## src/rtl/csla_stream_accum.sv

```systemverilog
// csla_stream_accum: burst accumulator built around a 16-bit carry-select adder.
// A burst of `len` words arrives over a valid/ready input. The words are summed
// modulo 2^16 at one word per cycle. The final sum and a sticky wrap flag are
// then presented over a valid/ready output.

// ---------------------------------------------------------------------------
// csla_add16: 16-bit carry-select adder with no carry-in and no carry-out.
// The operand is split into 4-bit blocks. Every block above block 0 computes
// its sum and carry for both possible carry-ins. The real carry arriving from
// the block below selects which of the two results is used.
// ---------------------------------------------------------------------------
module csla_add16 #(
  parameter int WIDTH = 16,
  parameter int BLK   = 4
) (
  input  logic [WIDTH-1:0] i_a,
  input  logic [WIDTH-1:0] i_b,
  output logic [WIDTH-1:0] o_sum
);

  localparam int NBLK = WIDTH / BLK;

  // Ripple-carry sum of one block for a given carry-in.
  function automatic logic [BLK-1:0] blk_sum(input logic [BLK-1:0] a,
                                             input logic [BLK-1:0] b,
                                             input logic           cin);
    logic c;
    // NOTE: blocking assignments here: the carry must ripple bit to bit
    // within a single evaluation, so each line must see the previous update.
    c = cin;
    for (int k = 0; k < BLK; k++) begin
      blk_sum[k] = a[k] ^ b[k] ^ c;
      c          = (a[k] & b[k]) | (c & (a[k] ^ b[k]));
    end
  endfunction

  // Ripple-carry carry-out of one block for a given carry-in.
  function automatic logic blk_cout(input logic [BLK-1:0] a,
                                    input logic [BLK-1:0] b,
                                    input logic           cin);
    logic c;
    c = cin;
    for (int k = 0; k < BLK; k++) begin
      c = (a[k] & b[k]) | (c & (a[k] ^ b[k]));
    end
    blk_cout = c;
  endfunction

  // w_cin[g] is the selected carry entering block g.
  logic [NBLK-1:0] w_cin;

  assign w_cin[0] = 1'b0;

  for (genvar g = 0; g < NBLK; g++) begin : g_blk
    logic [BLK-1:0] w_a;
    logic [BLK-1:0] w_b;
    logic [BLK-1:0] w_sum0;
    logic [BLK-1:0] w_sum1;

    assign w_a    = i_a[g*BLK +: BLK];
    assign w_b    = i_b[g*BLK +: BLK];
    assign w_sum0 = blk_sum(w_a, w_b, 1'b0);
    assign w_sum1 = blk_sum(w_a, w_b, 1'b1);

    assign o_sum[g*BLK +: BLK] = w_cin[g] ? w_sum1 : w_sum0;

    // The top block's carry would be the adder carry-out, which is not needed.
    if (g < NBLK - 1) begin : g_carry
      logic w_cout0;
      logic w_cout1;
      assign w_cout0      = blk_cout(w_a, w_b, 1'b0);
      assign w_cout1      = blk_cout(w_a, w_b, 1'b1);
      assign w_cin[g + 1] = w_cin[g] ? w_cout1 : w_cout0;
    end
  end

endmodule

// ---------------------------------------------------------------------------
// csla_stream_accum: top level.
// ---------------------------------------------------------------------------
module csla_stream_accum #(
  parameter int WIDTH = 16,
  parameter int CNT_W = 8
) (
  input  logic             clk,
  input  logic             rst_n,
  input  logic             start,
  input  logic [CNT_W-1:0] len,
  input  logic             in_valid,
  output logic             in_ready,
  input  logic [WIDTH-1:0] in_data,
  output logic             out_valid,
  input  logic             out_ready,
  output logic [WIDTH-1:0] out_sum,
  output logic             out_wrap,
  output logic             busy
);

  typedef enum logic [1:0] {
    S_IDLE  = 2'd0,
    S_ACCUM = 2'd1,
    S_DONE  = 2'd2
  } state_t;

  state_t           r_state;
  state_t           w_state_nxt;

  logic [WIDTH-1:0] r_acc;
  logic             r_wrap;
  logic [CNT_W-1:0] r_cnt;
  logic [WIDTH-1:0] r_out_sum;
  logic             r_out_wrap;

  logic [WIDTH-1:0] w_add_sum;
  logic             w_wrap_nxt;
  logic             w_beat;
  logic             w_last;
  logic             w_launch;

  // The adder is fed straight from the accumulator and the input port, so one
  // word can be accepted every cycle.
  csla_add16 #(
    .WIDTH (WIDTH),
    .BLK   (4)
  ) u_add (
    .i_a   (r_acc),
    .i_b   (in_data),
    .o_sum (w_add_sum)
  );

  // The adder has no carry-out. A sum that is smaller than the old
  // accumulator value means the addition wrapped past 2^WIDTH.
  assign w_wrap_nxt = r_wrap | (w_add_sum < r_acc);
  assign w_beat     = in_valid & in_ready;
  assign w_last     = (r_cnt == CNT_W'(1));
  assign w_launch   = (r_state == S_IDLE) & start;

  assign out_sum    = r_out_sum;
  assign out_wrap   = r_out_wrap;

  // State register.
  always_ff @(posedge clk) begin
    // NOTE: non-blocking assignments for all state, so every register samples
    // values from before the edge regardless of statement order.
    if (!rst_n) begin
      r_state <= S_IDLE;
    end else begin
      r_state <= w_state_nxt;
    end
  end

  // Next-state and handshake outputs.
  always_comb begin
    // NOTE: every output gets a default first, so no path leaves one
    // unassigned and no latch is inferred.
    w_state_nxt = r_state;
    in_ready    = 1'b0;
    out_valid   = 1'b0;
    busy        = 1'b1;
    unique case (r_state)
      S_IDLE: begin
        busy = 1'b0;
        if (start) begin
          w_state_nxt = (len == '0) ? S_DONE : S_ACCUM;
        end
      end
      S_ACCUM: begin
        in_ready = 1'b1;
        if (w_beat && w_last) begin
          w_state_nxt = S_DONE;
        end
      end
      S_DONE: begin
        out_valid = 1'b1;
        if (out_ready) begin
          w_state_nxt = S_IDLE;
        end
      end
      default: begin
        w_state_nxt = S_IDLE;
      end
    endcase
  end

  // Accumulator, counter and wrap flag. The result registers are loaded when
  // the machine enters DONE and hold their value afterwards.
  always_ff @(posedge clk) begin
    if (!rst_n) begin
      r_acc      <= '0;
      r_wrap     <= 1'b0;
      r_cnt      <= '0;
      r_out_sum  <= '0;
      r_out_wrap <= 1'b0;
    end else begin
      if (w_launch) begin
        r_acc  <= '0;
        r_wrap <= 1'b0;
        if (len != '0) begin
          r_cnt <= len;
        end else begin
          // An empty burst goes straight to DONE with a zero result.
          r_out_sum  <= '0;
          r_out_wrap <= 1'b0;
        end
      end
      if (w_beat) begin
        r_acc  <= w_add_sum;
        r_wrap <= w_wrap_nxt;
        r_cnt  <= r_cnt - CNT_W'(1);
        if (w_last) begin
          r_out_sum  <= w_add_sum;
          r_out_wrap <= w_wrap_nxt;
        end
      end
    end
  end

endmodule

```

## config.mk

```make
export PLATFORM = sky130hd
export DESIGN_NAME = csla_stream_accum
export DESIGN_NICKNAME = d
export VERILOG_FILES = /design/src/rtl/csla_stream_accum.sv
export SDC_FILE = /design/constraint.sdc
export NUM_CORES = 1
export LEC_CHECK = 0
export CELL_PAD_IN_SITES_DETAIL_PLACEMENT = 0
export CELL_PAD_IN_SITES_GLOBAL_PLACEMENT = 1
export CORE_ASPECT_RATIO = 0.7
export CORE_MARGIN = 2
export CORE_UTILIZATION = 36
export CTS_BUF_LIST = sky130_fd_sc_hd__clkbuf_8
export CTS_CLUSTER_SIZE = 40
export DETAILED_ROUTE_END_ITERATION = 16
export PLACE_DENSITY = 0.74
export SETUP_SLACK_MARGIN = 0.3
export SLEW_MARGIN = 20
export SYNTH_ARGS = -nofsm -noshare
export SYNTH_HDL_FRONTEND = slang
export SYNTH_SLANG_ARGS = --single-unit
export TNS_END_PERCENT = 50
```

## constraint.sdc

```tcl
create_clock -name clk -period 6.3 [get_ports clk]
set_input_delay 1.26 -clock clk [delete_from_list [all_inputs] [get_ports clk]]
set_output_delay 1.26 -clock clk [all_outputs]
set_load 0.01 [all_outputs]
```

After elaboration in Yosys (flattened, before gate mapping)
Cells that the tools add are included.
{"block": "word_totals", "ff_bits": 44, "in_bits": 29, "output_inout_bits": 20, "wordCells": 149}
{"block": "op_classes", "addsub": 1, "order_cmp": 1, "eq_ne": 6, "muxes": 28, "bitwise_logic": 99, "n_reduce_logical": 8}
{"operator": "$mux 16", "n": 6}
{"operator": "$xor 1x1->1", "n": 37}
{"operator": "$and 1x1->1", "n": 36}
{"operator": "$mux 8", "n": 3}
{"operator": "$or 1x1->1", "n": 23}
{"operator": "$lt 16x16->1", "n": 1}
{"operator": "$mux 4", "n": 3}
{"operator": "$mux 1", "n": 11}
{"operator": "$eq 8x1->1 const B", "n": 1}
{"operator": "$logic_not 8->1", "n": 1}
{"operator": "$mux 2", "n": 4}
{"operator": "$reduce_bool 8->1", "n": 1}
{"operator": "$sub 8x1->8 const B", "n": 1}
{"operator": "$ne 2x2->1 const B", "n": 3}
{"operator": "$pmux 2 s3", "n": 1}
{"operator": "$reduce_bool 2->1", "n": 2}
{"operator": "$not 1->1", "n": 3}
{"operator": "$reduce_and 3->1", "n": 1}
{"operator": "$eq 2x1->1 const B", "n": 1}
{"operator": "$eq 2x2->1 const B", "n": 1}
{"operator": "$logic_not 2->1", "n": 1}
{"operator": "$reduce_and 2->1", "n": 1}
{"operator": "$logic_and 1x1->1", "n": 1}

Longest topological paths before layout
{"block": "logic_depth", "ltp_word": 15, "depth_mapped": 28, "depth_no_buf": 28}

By module
Synthesis repeated with hierarchy kept, for this count alone.
{"block": "unflattened", "hier_cells": 306, "hier_area_um2": 2678.8}
{"mod": "csla_stream_accum", "n_inst": 1, "cells_per_inst": 262, "area_per_inst_um2": 2244.7, "seq_area_each_um2": 880.8}
{"mod": "csla_add16", "n_inst": 1, "cells_per_inst": 44, "area_per_inst_um2": 434.2, "seq_area_each_um2": 0.0}

Worst setup path before layout
Ideal clock, no wire load.
{"block": "synth_path", "path_kind": "input-to-reg", "from": "input port in_data[0]", "to": "register r_out_wrap (netlist: out_wrap)", "setup_time_ns": 0.074, "arrival_time_ns": 6.728, "t_required_ns": 6.226, "slack_ns": -0.502, "stages": 28, "path_buffers": 0, "cell_sequence": "ha_1 > inv_1 > fa_1 > fa_1 > inv_1 > fa_1 > mux2i_1 > fa_1 > fa_1 > inv_1 > fa_1 > mux2i_1 > fa_1 > fa_1 > inv_1 > fa_1 > mux2i_1 > fa_1 > inv_1 > fa_1 > xnor2_1 > xnor2_1 > ha_1 > nand3_1 > nor2_1 > a221oi_1 > o41ai_1 > a31oi_1"}
{"block": "synth_between", "elab_chain_cells": 14, "elab_cells_between_ends": 20, "cone_classes": "order compare: 1; mux: 7; bitwise: 12"}
{"item": "start: declaration", "line": "92", "rtl": "input logic [WIDTH-1:0] in_data,"}
{"item": "$and 1x1->1 (2 in series)", "line": "33, 44"}
{"item": "$or 1x1->1", "line": "33, 44"}
{"item": "$and 1x1->1", "line": "33, 44"}
{"item": "$or 1x1->1", "line": "33, 44"}
{"item": "$and 1x1->1"}
{"item": "$or 1x1->1"}
{"item": "$mux 1 (2 in series)", "line": "73", "rtl": "assign w_cin[g + 1] = w_cin[g] ? w_cout1 : w_cout0;"}
{"item": "$mux 4", "line": "65", "rtl": "assign o_sum[g*BLK +: BLK] = w_cin[g] ? w_sum1 : w_sum0;"}
{"item": "$lt 16x16->1 (*)", "line": "134", "rtl": "assign w_wrap_nxt = r_wrap | (w_add_sum < r_acc);"}
{"item": "$or 1x1->1 (*)", "line": "134"}
{"item": "$mux 1 (*)", "line": "211", "rtl": "if (w_last) begin"}
{"item": "$mux 1 (*)", "line": "207", "rtl": "if (w_beat) begin"}
{"item": "end signal: assignment", "line": "213", "rtl": "r_out_wrap <= w_wrap_nxt;"}
{"item": "end: declaration", "line": "113", "rtl": "logic r_out_wrap;"}
Mark *: on every way between the ends. The rest lies on a longest branch, timed or not.
A chain may end at the register's enable or synchronous reset.

Worst setup path after layout
{"block": "layout_path", "from": "input port in_data[0]", "to": "register r_wrap"}
{"block": "layout_between", "elab_chain_cells": 13, "elab_cells_between_ends": 19, "cone_classes": "order compare: 1; mux: 6; bitwise: 12"}
{"item": "$and 1x1->1 (2 in series)", "line": "33, 44"}
{"item": "$or 1x1->1", "line": "33, 44"}
{"item": "$and 1x1->1", "line": "33, 44"}
{"item": "$or 1x1->1", "line": "33, 44"}
{"item": "$and 1x1->1"}
{"item": "$or 1x1->1"}
{"item": "$mux 1 (2 in series)", "line": "73"}
{"item": "$mux 4", "line": "65"}
{"item": "$lt 16x16->1 (*)", "line": "134"}
{"item": "$or 1x1->1 (*)", "line": "134"}
{"item": "$mux 1 (*)", "line": "207"}
{"item": "end signal: assignment", "line": "209", "rtl": "r_wrap <= w_wrap_nxt;"}
{"item": "end: declaration", "line": "110", "rtl": "logic r_wrap;"}
Marked as above.

==> out/summary.txt <==
Fin crit share = 106%
Design area = 3550 um2
Synthesized net count = 373
Final Setup Violations = 2
CP endpoint kind = flip-flop
Post-synth top area share = 33.4%
Core area = 7190 um2
DP HPWL = 4.40 mm
Max_cap viols = 0
Rel. slew slack = 46.0%
Sequential cell area fraction in the yosys report = 33.4%
Violated checks = negative setup slack
P per Cell Area = 187 nW/um2
Asr flop ratio synth = 0%
Arrival time worst endpoint = 6.88 ns
Number of H-tree levels = 2
Synthesized cell area = 2640 um2
Filler instances = 712
Largest net degree at the start of global routing = 38
Row count = 26
Top-count cell post-synth = nand2_1
Root Driver = clkbuf_8
Top cells by count, synth = 58 x nand2_1, 44 x dfxtp_1, 44 x inv_1
CTS tree = yes
Initial core utilization = 36.7%
Grt ovf = 0
Inserted Diodes = 0
Grt met1 use = 22.0%
Most frequent CP cell = fa_2
Worst min path class = reg -> reg
Max Slew Vio Count = 0
Worst path slowest cell = fa_2
Die Y = 75.6 um
Lkg Pwr = 1.36 nW
Largest family of logic cells by synthesized area = adder cells
Setup ws final = -0.351 ns
Setup TNS = -0.686 ns
Hold Crit Depth = 2
Met2 global-route usage = 26.9%
Die Width = 106 um
Die Area = 8040 um2
Routed WL = 6.05 mm
Worst reg2reg path endpoint = r_wrap
Nets = 437
Routed length per instance = 12.8 um
Placer Congestion = 0.809
Area of the multi-input gates = 1630 um2
CP Launch Type = input port
Mux share of post-synthesis cell area = 1.14%
Crit Path Category = in -> reg
DRT antenna net count = 0
Hold path startpoint = r_acc[14]
GRT busiest layer = met2
Yosys top cell by area = dfxtp_1
Status = finished, violations left
DRT iter0 DRCs = 76
Slew @ Worst Pin = 0.810 ns
Vias per cell = 4.77
PortBufs = 48
Yosys warns = 0
Ports = 49
Adder-cell share of the synthesized area = 19.3%
Dpl cell area = 3330 um2
Synth area leaders = dfxtp_1 33%, ha_1 11%, fa_1 8.3%
Yosys reg bits = 44
Final min period = 6.65 ns
Synth Area in Compound Gates = 17.9%
RSZ-0062 raised after global routing = yes
Top FF cell, synth = dfxtp_1
First-pass GRT wire length = 10.2 mm
Total CTS buffers = 5
CTS Buffer Depth = 2
FF-to-FF path depth = 28
Global-route track usage on met3 = 3.68%
R2r startpoint = r_acc[0]
Synth Instances = 310
Worst skew pair latency = 0.30 ns
Total global-route track usage = 16.1%
Unique masters post-synth = 46
Mapped Avg Cell Area = 8.51 um2
Register area = 881 um2
Clock skew = 0.0110 ns
Register clock-pin slew on the reported worst setup and hold paths = 0.09 ns
Layout cells sized above 1 = 17.1%
Simple-Gate Fraction of Synth Area = 17.9%
Fmax = 150 MHz
Final hold violations = 0
Syn-to-layout area delta = 34.6%
TritonRoute pass-1 iters = 4
Initial antenna violation count = 0
Clk sinks = 44
Vias = 2255
Residual DRC = 0
CP Max Fanout = 2
Slowest stage delay, CP = 0.40 ns
Vias in the first global route = 2171
Hold EP = r_acc[14]
Post-synth EDFFs = 0
XOR/XNOR Fraction of Synth Area = 1.66%
WP data required = 6.53 ns
Reg2reg setup slack = 0.25 ns
Peak supply drop = 90.5 uV
cell usage in the layout, fill, tap and decap left out, drive strengths merged, types with 5 or more instances in the layout:
cell type	count
ha	23
nand2	58
inv	44
or4	6
clkbuf	7
buf	22
nor2b	7
a21boi	22
a21oi	7
a22oi	9
o21ai	5
clkdlybuf4s50	45
fa	11
nor2	13
dfxtp	44
report_power, final:
part | leakage, nW | internal [W] | switching (W) | total, W
sequential | 0.357 | 0.000289 | 0.00000917 | 0.000298
clock | 0.0434 | 0.0000889 | 0.000104 | 0.000193
combinational | 0.960 | 0.0000872 | 0.0000874 | 0.000175
total | 1.36 | 0.000465 | 0.000201 | 0.000666
state kept, by name, indices dropped and copies added, names as in the netlist:
| register | flops |
|---|---|
| r_cnt | 8 |
| r_wrap | 1 |
| r_acc | 16 |
| r_state | 2 |
| out_sum | 16 |
| out_wrap | 1 |
cells by family (layout without fill, tap and decap cells):
| logic type | count (synthesis) | after routing |
|---|---|---|
| and+or+nand+nor | 101 | 101 |
| xor gates and xnor gates | 5 | 5 |
| muxes | 3 | 3 |
| buffers and inverters | 57 | 122 |
| DFF | 44 | 44 |
| adders and majority gates | 34 | 34 |
| AOI/OAI and AO/OA | 66 | 66 |
worst max-delay path, delay by kind of cell:
kind            cells  cell delay, ns
buf+inv             6            0.32
compound gates      3            0.54
mux                 3            0.67
simple gates        2            0.13
xor+xnor            2            0.31
fa+ha+maj          13            3.68
repair_timing:
item | in CTS | in global routing
buffers inserted | 3 | 4
setup endpoints to repair | 7 | 6
pin swaps | 19 | 18
resized for setup | 14 | 11
hold buffers | 0 | 0
worst max path at each step:
stage | endpoint | slack [ns] | depth (start not counted) | start
after floorplan | r_wrap | -0.44 | 28 | in_data[0]
final | r_wrap | -0.35 | 29 | in_data[0]
after global placement | out_wrap | -1.13 | 27 | in_data[0]
after detailed placement | out_wrap | -1.18 | 27 | in_data[0]
after global routing | r_wrap | -0.61 | 29 | in_data[0]
after CTS | r_wrap | -0.52 | 29 | in_data[0]
through the flow:
step	hold slack (ns)	utilization (%)	power, W	std cells	setup slack, ns
6_report	0.450	49.4	0.000666	473	-0.351
5_1_grt	0.479	49.4	0.000713	473	-0.613
4_1_cts	0.458	48.5	0.000670	468	-0.518
3_5_place_dp	0.445	46.3	0.000465	457	-1.18
3_3_place_gp	0.440	46.3	0.000463	457	-1.13
2_1_floorplan	0.436	-	0.000402	310	-0.437
routing by layer:
layer	routed length (um)	part of all wire, %	vias to the layer above
li1	-	-	1160
met1	3200	53	1057
met2	2610	43	33
met3	219	3.6	5
met4	31	0.51	0
met5	0	0	-
cell type report:
| cell class | instances | area share, % |
|---|---|---|
| Clock buffer | 6 | 2.32 |
| Tap cell | 98 | 3.45 |
| Timing Repair Buffer | 69 | 18.4 |
| Sequential cell | 44 | 24.8 |
| Clock inverter | 2 | 0.423 |
| Inverter | 45 | 4.76 |
| Multi-Input combinational cell | 209 | 45.9 |
No activity file was read; power rests on OpenSTA's default activity.
